## config.mk

```make
export PLATFORM = sky130hd
export DESIGN_NAME = rv32_prefetch_buffer
export DESIGN_NICKNAME = d
export VERILOG_FILES = /design/src/rtl/rv32_prefetch_buffer.sv
export SDC_FILE = /design/constraint.sdc
export NUM_CORES = 1
export LEC_CHECK = 0
export CORE_MARGIN = 2
export CORE_UTILIZATION = 65
export DETAILED_ROUTE_END_ITERATION = 10
export DONT_BUFFER_PORTS = 1
export GPL_TIMING_DRIVEN = 0
export PLACE_DENSITY_LB_ADDON = 0.12
export SYNTH_ARGS = -nofsm -noshare
export SYNTH_HDL_FRONTEND = slang
export SYNTH_SLANG_ARGS = --single-unit
export TNS_END_PERCENT = 100
```

## constraint.sdc

```tcl
create_clock -name clk_i -period 7.64 [get_ports clk_i]
set_input_delay 1.528 -clock clk_i [delete_from_list [all_inputs] [get_ports clk_i]]
set_output_delay 1.528 -clock clk_i [all_outputs]
set_load 0.02 [all_outputs]
```

## src/rtl/rv32_prefetch_buffer.sv

```systemverilog
// RV32 instruction prefetch buffer: keeps up to MAX_OUTSTANDING fetches in
// flight and queues returned {pc, instr} pairs for the decode stage.
module rv32_prefetch_buffer #(
    parameter int          DEPTH           = 4,
    parameter int          MAX_OUTSTANDING = 2,
    parameter logic [31:0] RESET_PC        = 32'h0000_0000
) (
    input  logic        clk_i,
    input  logic        rst_i,
    input  logic        redirect_i,
    input  logic [31:0] redirect_pc_i,
    input  logic        instr_ready_i,
    output logic        instr_valid_o,
    output logic [31:0] instr_o,
    output logic [31:0] pc_o,
    output logic [31:0] pc_next_o,
    output logic        mem_req_o,
    output logic [31:0] mem_addr_o,
    input  logic        mem_gnt_i,
    input  logic        mem_rvalid_i,
    input  logic [31:0] mem_rdata_i
);

    localparam int AW = $clog2(DEPTH);
    localparam int CW = AW + 1;
    localparam int OW = $clog2(MAX_OUTSTANDING + 1);
    localparam int QW = (MAX_OUTSTANDING > 1) ? $clog2(MAX_OUTSTANDING) : 1;

    logic [31:0]   fetch_pc;
    logic [31:0]   fifo_pc    [DEPTH];
    logic [31:0]   fifo_instr [DEPTH];
    logic [AW-1:0] rd_ptr;
    logic [AW-1:0] wr_ptr;
    logic [CW-1:0] fifo_cnt;
    logic [OW-1:0] outstanding;
    logic [OW-1:0] discard;
    logic [31:0]   pcq [MAX_OUTSTANDING];
    logic [QW-1:0] pcq_rd;
    logic [QW-1:0] pcq_wr;

    logic        rsp;
    logic        drop;
    logic        push;
    logic        pop;
    logic        accept;
    logic [31:0] occ;
    logic        unused_lsb;

    assign unused_lsb = ^redirect_pc_i[1:0];

    function automatic logic [QW-1:0] qinc(input logic [QW-1:0] p);
        return (32'(p) == 32'(MAX_OUTSTANDING - 1)) ? '0 : p + 1'b1;
    endfunction

    // A response with nothing outstanding is a protocol error and is ignored.
    always_comb begin
        rsp  = mem_rvalid_i && (outstanding != '0);
        drop = rsp && (discard != '0);
        push = rsp && (discard == '0) && !redirect_i && !rst_i;
        occ  = 32'(fifo_cnt) + 32'(outstanding) - 32'(discard);
        mem_req_o = !rst_i && !redirect_i &&
                    (32'(outstanding) < 32'(MAX_OUTSTANDING)) &&
                    (occ < 32'(DEPTH));
        accept = mem_req_o && mem_gnt_i;
        instr_valid_o = !rst_i && (fifo_cnt != '0);
        pop = instr_valid_o && instr_ready_i && !redirect_i;
    end

    assign mem_addr_o = fetch_pc;
    assign instr_o    = instr_valid_o ? fifo_instr[rd_ptr] : '0;
    assign pc_o       = instr_valid_o ? fifo_pc[rd_ptr] : '0;
    assign pc_next_o  = instr_valid_o ? fifo_pc[rd_ptr] + 32'd4 : '0;

    always_ff @(posedge clk_i) begin
        if (rst_i) begin
            fetch_pc    <= {RESET_PC[31:2], 2'b00};
            rd_ptr      <= '0;
            wr_ptr      <= '0;
            fifo_cnt    <= '0;
            outstanding <= '0;
            discard     <= '0;
            pcq_rd      <= '0;
            pcq_wr      <= '0;
        end else if (redirect_i) begin
            // Everything still in flight belongs to the wrong path.
            fetch_pc    <= {redirect_pc_i[31:2], 2'b00};
            rd_ptr      <= '0;
            wr_ptr      <= '0;
            fifo_cnt    <= '0;
            outstanding <= outstanding - OW'(rsp);
            discard     <= outstanding - OW'(rsp);
            pcq_rd      <= '0;
            pcq_wr      <= '0;
        end else begin
            if (accept) begin
                fetch_pc <= fetch_pc + 32'd4;
                pcq_wr   <= qinc(pcq_wr);
            end
            outstanding <= outstanding + OW'(accept) - OW'(rsp);
            if (drop) begin
                discard <= discard - 1'b1;
            end
            if (push) begin
                wr_ptr <= wr_ptr + 1'b1;
                pcq_rd <= qinc(pcq_rd);
            end
            if (pop) begin
                rd_ptr <= rd_ptr + 1'b1;
            end
            fifo_cnt <= fifo_cnt + CW'(push) - CW'(pop);
        end
    end

    always_ff @(posedge clk_i) begin
        if (accept) begin
            pcq[pcq_wr] <= fetch_pc;
        end
        if (push) begin
            fifo_pc[wr_ptr]    <= pcq[pcq_rd];
            fifo_instr[wr_ptr] <= mem_rdata_i;
        end
    end

endmodule

```

==> run summary, run 1 <==
For this run, design rule violations remaining after detail routing come to 0. In the synthesized netlist the async set-or-reset flop fraction comes to 0%. Ranked by total cell area, the synthesized netlist is headed by sky130_fd_sc_hd__edfxtp_1 61%, sky130_fd_sc_hd__mux4_2 7.5%, sky130_fd_sc_hd__dfxtp_1 6.1%. Routability-driven placement finished with a final weighted congestion of 0.8946.

Summing the areas of all fa, ha and maj instances in the mapped netlist gives 1.596% of the synthesized area. The logs give 0.5041 ns for the worst-case hold slack and 0.01554 mm^2 for the post-placement cell area. The first global-routing pass estimated 46.71 mm of wire. The tools report the first-iteration detailed-routing DRC count as 577.

Initial antenna violation count: 0. Cells with a size suffix above 1 make up 17.96% of the layout. The sequential cells in the finished layout cover a total of 0.01017 mm^2.

Power spread over the standard cell area amounts to 255.0 mW/mm^2. Number of cells on the worst reg-to-reg path: 16. For this run, global-route usage on met2 was measured as 44.42%. The unique cell type count in the Yosys netlist was 66. The number of gates resized after CTS was 0.

The core area was 0.02271 mm^2. Measured against its own limit, the worst slew margin works out to 42.36%. A synthesized cell averages 15.74 um^2. The synthesized design contains 308 enable-type register cells. Setup repair after global routing left no endpoint under its margin. In the global route stage, overall resource usage came out at 25.52%.

The logs give 0 for the count of endpoints failing hold in the final timing report and 1250 for the instance count after placement with tap cells included. The initial core utilization is 66.26%. The root buffer cell chosen for the clock tree is sky130_fd_sc_hd__clkbuf_16. The largest vdd supply drop is 0.1523 mV.

Clock slew at the register clock pins of the worst setup and hold paths: 0.06 ns. The internal power of the cells totals 3.331 mW. TritonCTS built the clock tree. The share of the Yosys chip area taken by registers is 67.58%. Synthesis handed over a netlist of 956 instances. For this run, the number of standard cells in the final layout without fillers is 1315.

The HPWL after detailed placement is 20.06 mm. The share of total power dissipated in the clock network is 40.5%. The synthesized design contains 354 register bits. The number of sinks handled by clock tree synthesis came out at 354.

The synthesis-to-finish area growth was 11.01%; the total number of placement rows was 55. The die covers 0.02438 mm^2. After Yosys synthesis, and, or, nand and nor cells account for 10.13% of the synthesized area.

The leakage power came out at 5.350 nW. The number of global-route vias before repair was 8308; the pin count of the biggest net entering global routing was 46. In this run the worst path has a maximum fanout of 10.

The H-tree generated during clock tree synthesis spans 2 levels. The worst min-delay path category is reg -> reg. The number of setup buffers added after CTS was 0; the detail-routed net length per standard cell was 23.31 um.

The final worst-path cycle share was 68.53%. The hold buffer count at CTS was 0; the total CTS buffers was 37. The final layout contains routed wiring with a total length of 30.66 mm. During placement, the flow inserted port buffers numbering 0. After synthesis, the largest family of logic cells by area is multiplexers. The largest total area in the synthesized netlist belongs to sky130_fd_sc_hd__edfxtp_1. The flow ran to the end, and the final reports show no timing, DRC or antenna violations. Among all flip-flop cells after synthesis, the most frequent one is sky130_fd_sc_hd__edfxtp_1. Clock period minus final worst setup slack: 5.236 ns. The tools report the type of element launching the critical path as a primary input. For this run, the post-layout net count is 1092. Total via count after detailed routing: 8199. Between clock sinks in the finished design, the worst skew comes to 0.01130 ns.

The repair_antennas step left the layout with diodes totalling 0. Net switching is 21.79% of the power. The sequential fraction of design power is 52.5%, and the maximum achievable frequency is 191.0 MHz. For the cell area after layout, the log shows 0.01670 mm^2.

In this run the horizontal extent of the chip is 156.2 um. The library cell used most frequently in the layout, excluding fill and tap cells, is sky130_fd_sc_hd__edfxtp_1. The run gives 3 as the largest buffer count on any clock path. The critical path class is in -> out.

The logs give 0.9281 mW for the power dissipated by switching net loads and 0 for the number of max-capacitance violations reported. The final-report setup violation count is 0. The run gives 0 as the number of pins with negative max-slew slack in the final report. The global routing met1 resource utilization is 32.37%, and the multiplexer share of the synthesized area is 12.05%.

For the pin with the worst max-slew slack, the measured transition is 0.8625 ns. At the worst endpoint, the required time is 6.11 ns. STA classifies the critical path endpoint as an output pin. Most crowded layer after global routing: met2. For this run, the number of Yosys warnings is 0. Cell area after synthesis: 0.01505 mm^2. The worst hold path was traced through 2 stages. The tools report the final worst setup slack as 2.404 ns. The worst-case setup slack after placement was 2.383 ns.

The synthesized netlist devotes 2.095% of its cell area to XOR and XNOR gates. Leaving out fill and tap cells, the most frequent cells in the layout are 308 x sky130_fd_sc_hd__edfxtp_1, 70 x sky130_fd_sc_hd__nor2_1, 62 x sky130_fd_sc_hd__and2_1, 50 x sky130_fd_sc_hd__mux4_2, 46 x sky130_fd_sc_hd__dfxtp_1. In this run the vertical extent of the chip is 156.2 um. The tools report the total I/O pin count as 200. Summing all multi-input logic gate instances after layout gives 0.004484 mm^2.

The share of total power in combinational logic is 7.0%, and the post-route antenna net violation count is 0. The synthesized-area fraction occupied by ao, oa, aoi and oai cells was 3.617%; the count of fill cells added during filler insertion was 1422. The logs give 5 for the detailed-routing iteration count for the pre-antenna-repair pass and 0.51 ns for the clock insertion delay at the later pin of the skew report. The total negative setup slack was 0 ns; the global routing met3 resource utilization was 5.833%. After global routing the overflow that remains totals 0. Of the post-synthesis cell area, the dominant cell type holds 61.46%. Data on the critical path arrives at its endpoint at 3.71 ns.

In the routed layout, each cell is associated on average with a via count of 6.235.
[stage by stage]
step	util (%)	power, mW
after floorplan	-	2.488
after global placement	67.92	2.563
after detailed placement	68.45	2.575
after CTS	73.56	4.284
after global routing	73.56	4.396
final	73.56	4.259
[cells in the mapped netlist, types with 12 or more instances]
master	n
sky130_fd_sc_hd__xnor2_1	28
sky130_fd_sc_hd__a31oi_1	14
sky130_fd_sc_hd__mux4_2	50
sky130_fd_sc_hd__ha_1	16
sky130_fd_sc_hd__nand3_1	18
sky130_fd_sc_hd__and2_1	66
sky130_fd_sc_hd__clkbuf_1	25
sky130_fd_sc_hd__mux4_1	12
sky130_fd_sc_hd__inv_1	30
sky130_fd_sc_hd__o21ai_0	16
sky130_fd_sc_hd__edfxtp_1	308
sky130_fd_sc_hd__nand2_1	45
sky130_fd_sc_hd__dfxtp_1	46
sky130_fd_sc_hd__mux2_2	33
sky130_fd_sc_hd__a21oi_1	35
sky130_fd_sc_hd__nor2_1	72
sky130_fd_sc_hd__nor3_1	12
[final timing paths]
check	slack, ns	start	endpoint
hold / removal	0.50	pcq_rd	register
hold reg to reg	0.50	pcq_rd	register
setup reg to reg	3.72	outstanding[1]	outstanding[1]
setup / recovery	2.40	rst_i	pc_o[18]
[area by class of cell]
type | count | share of cell area (%)
sequential | 354 | 60.88
multi-input combinational | 524 | 26.84
clock buffer | 45 | 5.782
tap | 285 | 2.135
buffer | 52 | 1.925
clock inverter | 20 | 1.168
inverter | 31 | 0.6966
timing repair buffer | 4 | 0.5692
[registers in the layout, indices dropped and copies added, names as in the netlist, named ones only]
signal	count
discard	2
fifo_cnt	3
fifo_instr	128
fifo_pc	120
mem_addr_o	30
outstanding	2
pcq	60
pcq_rd	1
pcq_wr	1
rd_ptr	2
wr_ptr	2
[per-layer routing]
| layer | vias to the layer above | wire, um |
|---|---|---|
| met5 | - | 0 |
| met4 | 0 | 800 |
| met3 | 54 | 2438 |
| met2 | 338 | 15410 |
| met1 | 4059 | 12010 |
| li1 | 3748 | - |
[cell families after synthesis]
kind of cell               count (synthesis)
DFF                                      354
and+or+nand+nor                          279
muxes                                     95
AOI/OAI and AO/OA                         90
buffers and inverters                     83
xor gates and xnor gates                  36
adders and majority gates                 18
other                                      1
[power groups by stage]
stage | Combinational [mW] | Sequential [mW] | Clock (mW)
2_1_floorplan | 0.224 | 2.26 | 0
6_report | 0.299 | 2.24 | 1.72
3_3_place_gp | 0.285 | 2.28 | 0
5_1_grt | 0.335 | 2.24 | 1.82
3_5_place_dp | 0.298 | 2.28 | 0
4_1_cts | 0.302 | 2.24 | 1.75
[critical path: stages]
cell,delay (ns)
sky130_fd_sc_hd__buf_2,0.17
sky130_fd_sc_hd__or2_2,0.36
sky130_fd_sc_hd__clkbuf_8,0.18
sky130_fd_sc_hd__inv_1,0.16
sky130_fd_sc_hd__clkbuf_1,0.46
sky130_fd_sc_hd__clkbuf_1,0.45
sky130_fd_sc_hd__and2_1,0.39
(Power assumes the default switching activity.)
==> inputs of run 2 (changes only) <==
- CORE_UTILIZATION: 65 -> 63
- clock period: 7.64 -> 5 ns (I/O delays scaled with it)
==> run summary, run 2 (synthesis gave the netlist of run 1 again) <==
Leaving out fill and tap cells, the most frequent cell in the layout is sky130_fd_sc_hd__edfxtp_1. Buffer type at the clock tree root: sky130_fd_sc_hd__clkbuf_16. The flip-flop count of the largest register after layout is 128 (unchanged).

The total inserted antenna cells was 0 (unchanged); the total I/O pin count was 200 (unchanged). The proportion of layout cells with a drive suffix above 1 works out to 18.00% (+0.035 points). Number of nets in the layout: 1091 (-0.092%). The total CTS buffers is 36 (-2.7%). The critical path class was reg -> out. The number of cells on the worst reg-to-reg path works out to 16 (unchanged). Post-route antenna net violation count: 0 (unchanged). STA classifies the critical path endpoint as an output pin.

The largest buffer count on any clock path came out at 3 (unchanged). The total power divided by cell area is 384.8 mW/mm^2 (+51%). The run finished with clean final reports. The run gives 0 ns (unchanged) as the total negative setup slack.

The run gives 354 (unchanged) as the number of sinks handled by clock tree synthesis. In this run the worst hold path is classified as reg -> reg. The maximum fanout along the worst path works out to 10 (unchanged).

The startpoint identified for the worst register-to-register timing path is fifo_cnt[1]. TritonCTS built the clock tree. The largest registers in the layout are fifo_instr x128, fifo_pc x120, pcq x60. The wire length after detailed routing is 29.81 mm (-2.8%), and the CTS H-tree depth is 2 (unchanged). For the initial core utilization, the log shows 64.11% (-2.2 points).

The global-route wire length before repair came out at 45.04 mm (-3.6%). The run gives 61 (+33%) as the pin count of the biggest net entering global routing. The run gives 0.02347 mm^2 (+3.4%) as the core area.

Setup repair after global routing left no endpoint under its margin. The clock skew came out at 0.01386 ns (+0.002552 ns). The largest vdd supply drop is 0.2448 mV (+61%).

The total routing usage reported by global routing is 24.10% (-1.4 points). The top cell types in the final layout, fill and taps aside, are 308 x sky130_fd_sc_hd__edfxtp_1, 70 x sky130_fd_sc_hd__nor2_1, 62 x sky130_fd_sc_hd__and2_1, 50 x sky130_fd_sc_hd__mux4_2, 46 x sky130_fd_sc_hd__dfxtp_1. The post-CTS resize count was 0 (unchanged).

The largest register by flop count is fifo_instr. The tools report the type of element launching the critical path as a register. The run gives 0 (unchanged) as the final-report setup violation count.

The horizontal die dimension works out to 158.6 um (+1.5%). From synthesis to final layout, the design area changed by 11.15%. The die area is 0.02514 mm^2 (+3.1%). The logs give 0 (unchanged) for the initial antenna violation count and 3.14 ns (-0.57 ns) for the arrival time of data at the critical path endpoint. The transition at the pin with the smallest max-transition slack was 0.8628 ns (+0.0003203 ns). The count of fill cells added during filler insertion came out at 1536 (+8.0%). The detailed-routing iteration count for the pre-antenna-repair pass is 7 (+2), and the number of global-route vias before repair is 7925 (-4.6%).

The register-to-register setup slack was 1.09 ns (-2.63 ns). The run gives 0 (unchanged) as the hold buffer count at CTS. The final critical path takes up 82.71% of the cycle. The capture point of the worst reg-to-reg path was outstanding[1]. The tools report the first-iteration detailed-routing DRC count as 594 (+2.9%). For the worst-case hold slack, the log shows 0.5115 ns (+0.007392 ns).

The logs give 0 (unchanged) for the post-route DRC violation count and 0 (unchanged) for the number of pins with negative max-slew slack in the final report. The relative slew slack came out at 42.34% (about the same). Count of cells along the worst hold path: 2 (unchanged). The detail-routed net length per standard cell works out to 22.13 um (-5.1%). The tools report the total area of multi-input combinational cells as 0.004484 mm^2 (unchanged).

Capture point of the critical path: pc_next_o[22]. For the core utilization of the finished layout, the log shows 71.26% (-2.3 points). Remaining global-route overflow: 0 (unchanged). The total number of placement rows is 56 (+1.8%).

The sum of net half-perimeters after detailed placement came out at 20.01 mm (-0.29%). The count of buffers from port buffering works out to 0 (unchanged). The count of endpoints failing hold in the final timing report is 0 (unchanged), and the clock period minus final worst setup slack is 4.136 ns.

The number of setup buffers added after CTS is 0 (unchanged), and the post-detailed-route via-to-cell ratio is 5.976 (-4.1%). The final weighted congestion in routability-driven placement was 0.8878 (-0.76%). The clock slew at the register clock pins of the worst setup and hold paths came out at 0.06 ns (about the same).

For the clock insertion delay at the later pin of the skew report, the log shows 0.51 ns (about the same). The number of max-capacitance violations reported is 0 (unchanged), and the maximum achievable frequency is 241.8 MHz. The die height was 158.6 um (+1.5%); the total via count after detailed routing was 8050 (-1.8%).

The run gives 4.00 ns (-2.11 ns) as the required time of the critical path. The area used by sequential logic in the layout came out at 0.01017 mm^2 (unchanged). Leakage power: 5.339 nW (-0.21%).
[run 2: final cells by class]
class	count	share of cell area, %
Buffer	52	1.923
Clock inverter	16	0.9500
Inverter	31	0.6957
Sequential cell	354	60.80
Multi-Input combinational cell	524	26.81
Tap cell	319	2.386
Clock buffer	47	5.820
Timing Repair Buffer	4	0.6134
[run 2: worst min-delay path by stage]
stage / from / to / slack (ns)
3_5_place_dp: pcq_rd / pcq_rd / 0.50
4_1_cts: pcq_rd / pcq_rd / 0.51
5_1_grt: pcq_rd / pcq_rd / 0.52
6_report: pcq_rd / pcq_rd / 0.51
3_3_place_gp: pcq_rd / pcq_rd / 0.49
2_1_floorplan: wr_ptr[1] / wr_ptr[1] / 0.47
[run 2: critical path, cell delays in order (launching register included)]
cell and delay (ns):
sky130_fd_sc_hd__dfxtp_1 0.31, sky130_fd_sc_hd__buf_6 0.15, sky130_fd_sc_hd__buf_8 0.16, sky130_fd_sc_hd__mux4_2 0.43, sky130_fd_sc_hd__ha_1 0.24, sky130_fd_sc_hd__and4_4 0.27
sky130_fd_sc_hd__nand3_2 0.11, sky130_fd_sc_hd__buf_6 0.17, sky130_fd_sc_hd__or3_1 0.36, sky130_fd_sc_hd__a21oi_1 0.43
[run 2: per-stage QoR]
stage          total power, mW  cells  setup WS (ns)  instance area (um^2)
2_1_floorplan            3.801    961          1.028                 15070
3_3_place_gp             3.917   1280        0.05277                 15470
3_5_place_dp             3.934   1284         0.8495                 15590
4_1_cts                  6.478   1347         0.8098                 16730
5_1_grt                  6.651   1347         0.7031                 16730
6_report                 6.436   1347         0.8644                 16730
[run 2: power by group]
| part | internal [mW] | switching (mW) | leakage [nW] |
|---|---|---|---|
| Clock | 1.53 | 1.04 | 0.552 |
| Sequential | 3.34 | 0.0773 | 3.16 |
| Combinational | 0.172 | 0.282 | 1.62 |
[run 2: per-layer routing]
metal | routed length [um] | vias up | track usage, % | part of all wire, %
met3 | 2723 | 37 | 6.097 | 9.1
li1 | - | 3744 | - | -
met2 | 14800 | 295 | 40.63 | 50
met5 | 0 | - | 0 | 0
met4 | 466 | 0 | 5.749 | 1.6
met1 | 11820 | 3974 | 31.91 | 40
==> inputs of run 3 (changes only) <==
- CORE_UTILIZATION: 63 -> 57
- clock period: 5 -> 3.8 ns (I/O delays scaled with it)
==> run summary, run 3 (synthesis gave the netlist of run 1 again) <==
By startpoint and endpoint, the worst setup path is classified as reg -> out. The cell type with the highest occurrence count on the critical path was sky130_fd_sc_hd__buf_6. The startpoint identified for the worst register-to-register timing path is outstanding[1].

On the critical path, the stage with the largest delay is an instance of sky130_fd_sc_hd__or3_1. The instance count after placement with tap cells included came out at 1300 (+1.2%). In the finished design, the share of the clock period the worst path needs comes to 97.58%. The transition at the pin with the smallest max-transition slack is 0.8911 ns (+0.02833 ns), and the detailed-routing iteration count for the pre-antenna-repair pass is 5 (-2). The logic depth of the worst setup path including buffers is 9 (unchanged), and the core area is 0.02598 mm^2 (+11%). The library cell used most frequently in the layout, excluding fill and tap cells, is sky130_fd_sc_hd__edfxtp_1. The leakage power came out at 5.339 nW (about the same). Worst min-delay path category: in -> reg. Walking the worst path, the cells encountered are buf_6 -> buf_8 -> mux4_2 -> ha_2 -> and4_4 -> nand3_2 -> buf_6 -> or3_1 -> a21oi_4. The total CTS buffers came out at 36 (unchanged).

TritonCTS built the clock tree. The number of pins with negative max-slew slack in the final report was 0 (unchanged). For the largest buffer count on any clock path, the log shows 3 (unchanged). The tools report the endpoint type of the worst setup path as an output pin. For the clock skew, the log shows 0.01351 ns (-0.0003434 ns). The flip-flop count of the largest register after layout was 128 (unchanged). The die area is 0.02772 mm^2 (+10%), and the die height is 166.5 um (+5.0%). The maximum fanout along the worst path was 10 (unchanged); the synthesis-to-finish area growth was 11.67%.

In the layout the commonest cells are 308 x sky130_fd_sc_hd__edfxtp_1, 62 x sky130_fd_sc_hd__and2_1, 56 x sky130_fd_sc_hd__nor2_1, 50 x sky130_fd_sc_hd__mux4_2, 46 x sky130_fd_sc_hd__dfxtp_1. The logs give 29.44 mm (-1.2%) for the wire length after detailed routing and 0 (unchanged) for the post-route DRC violation count. The buffer type at the clock tree root was sky130_fd_sc_hd__clkbuf_16. Number of nets in the layout: 1091 (unchanged). The detailed router used layers up to and including met4. The area used by sequential logic in the layout was 0.01017 mm^2 (unchanged). The arrival time of data at the critical path endpoint is 2.95 ns (-0.19 ns), and the CTS H-tree depth is 2 (unchanged). The count of buffers from port buffering works out to 0 (unchanged). The pin count of the biggest net entering global routing was 59 (-3.3%). Combined buffer and inverter count along the critical path: 3 (unchanged). The initial core utilization was 57.91% (-6.2 points); the number of sinks handled by clock tree synthesis was 354 (unchanged). The maximum cell stage delay along the critical path was 0.42 ns (about the same). The sum of met3 wire segment lengths after detailed routing was 2.393 mm (-12%); the first-iteration detailed-routing DRC count was 689 (+16%).

The core utilization of the finished layout was 64.67% (-6.6 points); the final-report setup violation count was 0 (unchanged). The tools report the capture point of the critical path as pc_next_o[22]. Setup repair after global routing left no endpoint under its margin. The count of endpoints failing hold in the final timing report is 0 (unchanged), and the detail-routed net length per standard cell is 21.64 um (-2.2%). The run gives 0 (unchanged) as the post-route antenna net violation count. The tools report the capture point of the worst reg-to-reg path as outstanding[1]. The initial antenna violation count is 0 (unchanged), and the clock insertion delay at the later pin of the skew report is 0.50 ns (about the same). The total via count after detailed routing is 8115 (+0.81%). STA classifies the critical path startpoint as a register. The run gives 59 (+5.4%) as the total number of placement rows. For the remaining global-route overflow, the log shows 0 (unchanged). The number of global-route vias before repair is 8075 (+1.9%).

The tools report the sum of net half-perimeters after detailed placement as 19.62 mm (-1.9%). For the total I/O pin count, the log shows 200 (unchanged). The tools report the hold buffer count at CTS as 0 (unchanged). The final weighted congestion in routability-driven placement is 0.8789 (-1.0%).

In the final layout, the registers with the most flip-flops are fifo_instr x128, fifo_pc x120, pcq x60. Total area of multi-input combinational cells: 0.004541 mm^2 (+1.3%). The routed length on met2 came out at 13.65 mm (-7.8%). The clock period minus final worst setup slack is 3.708 ns, and the proportion of layout cells with a drive suffix above 1 is 20.20% (+2.2 points).

For the worst-case setup slack after placement, the log shows -0.1673 ns (-1.017 ns). The count of fill cells added during filler insertion is 1860 (+21%). The kind of cell with the highest combined delay along the critical path is simple AND/OR/NAND/NOR gates. The number of cells on the worst reg-to-reg path works out to 15 (-1). The flow ran to the end, and the final reports show no timing, DRC or antenna violations.

The largest vdd supply drop came out at 0.3219 mV (+32%). The total power divided by cell area works out to 502.5 mW/mm^2 (+31%). The logs give 0.26 ns (-0.83 ns) for the register-to-register setup slack and 21.53% (-2.6 points) for the total routing usage reported by global routing. The maximum achievable frequency is 269.7 MHz. Post-detailed-route via-to-cell ratio: 5.967 (-0.16%). The horizontal die dimension was 166.5 um (+5.0%); the routed metal-1 wirelength was 12.85 mm (+8.7%). The register with the most flip-flops in the final layout is fifo_instr.

The final worst setup slack came out at 0.09196 ns (-0.7725 ns). The tools report the required time of the critical path as 3.04 ns (-0.96 ns). The clock slew at the register clock pins of the worst setup and hold paths is 0.06 ns (about the same), and the total inserted antenna cells is 0 (unchanged). The number of max-capacitance violations reported was 0 (unchanged); the final instance count without filler cells was 1360 (+0.97%).

Relative slew slack: 40.45% (-1.9 points). Global-route wire length before repair: 46.16 mm (+2.5%).
## run 3: cell types whose count changed in the layout (fill, tap and decap cells not counted), moves of 2 or more
cell,change
sky130_fd_sc_hd__nor2_2,+14
sky130_fd_sc_hd__nor2_1,-14
sky130_fd_sc_hd__a21oi_1,-3
sky130_fd_sc_hd__clkbuf_2,+2
sky130_fd_sc_hd__clkbuf_1,-8
sky130_fd_sc_hd__a21oi_2,+2
## run 3: layout make-up
cell class	instances	area share, %
Inverter	31	0.6925
Clock inverter	19	1.065
Buffer	51	1.906
Clock buffer	41	5.599
Tap cell	335	2.494
Multi-Input combinational cell	524	27.02
Sequential cell	354	60.52
Timing Repair Buffer	5	0.6999
## run 3: per-layer routing
layer	vias to the layer above	global-route usage [%]
li1	3755	-
met1	4005	31.03
met2	315	33.85
met3	40	4.705
met4	0	5.847
met5	-	0
## run 3: through the flow
step                total power, mW  hold WS (ns)  cell area, um^2  setup TNS (ns)
finish                        8.443        0.3479            16800               0
global route                  8.759        0.3231            16800               0
CTS                           8.521        0.3228            16770               0
detailed placement            5.183        0.4980            15620          -5.581
global placement              5.160        0.4892            15490         -226.57
floorplan                     5.002        0.4683            15070               0
## run 3: how the worst min path moves through the flow
stage                                    to  cells past startpoint       startpoint
after CTS                 fifo_instr[0][15]                      0  mem_rdata_i[15]
final                     fifo_instr[2][19]                      0  mem_rdata_i[19]
after global routing      fifo_instr[2][19]                      0  mem_rdata_i[19]
after detailed placement          wr_ptr[1]                      2        wr_ptr[1]
after floorplan                   wr_ptr[1]                      2        wr_ptr[1]
after global placement            wr_ptr[1]                      2        wr_ptr[1]
## run 3: timing repair
| action | in CTS | in global routing |
|---|---|---|
| buffers inserted | 0 | 1 |
| gates resized for setup | 10 | 14 |
| setup endpoints to repair | 71 | 32 |
| pin swaps | 0 | 1 |
## run 3: worst reg2reg max path, stage by stage (launching register included)
cell,delay [ns]
sky130_fd_sc_hd__dfxtp_1,0.45
sky130_fd_sc_hd__inv_1,0.10
sky130_fd_sc_hd__fa_1,0.50
sky130_fd_sc_hd__inv_1,0.04
sky130_fd_sc_hd__ha_1,0.27
sky130_fd_sc_hd__and3b_1,0.18
sky130_fd_sc_hd__nor4_1,0.34
sky130_fd_sc_hd__o211a_1,0.29
sky130_fd_sc_hd__inv_2,0.20
sky130_fd_sc_hd__ha_1,0.34
sky130_fd_sc_hd__inv_1,0.04
sky130_fd_sc_hd__ha_1,0.17
sky130_fd_sc_hd__xnor2_1,0.12
sky130_fd_sc_hd__o21ai_0,0.19
sky130_fd_sc_hd__xnor2_1,0.14
sky130_fd_sc_hd__nor2_1,0.05
## run 3: report_power, final
part           switching (mW)  internal, mW  leakage, nW
sequential              0.102          4.39         3.16
clock                    1.37          1.98        0.545
combinational           0.376         0.228         1.63
total                    1.84          6.60         5.34
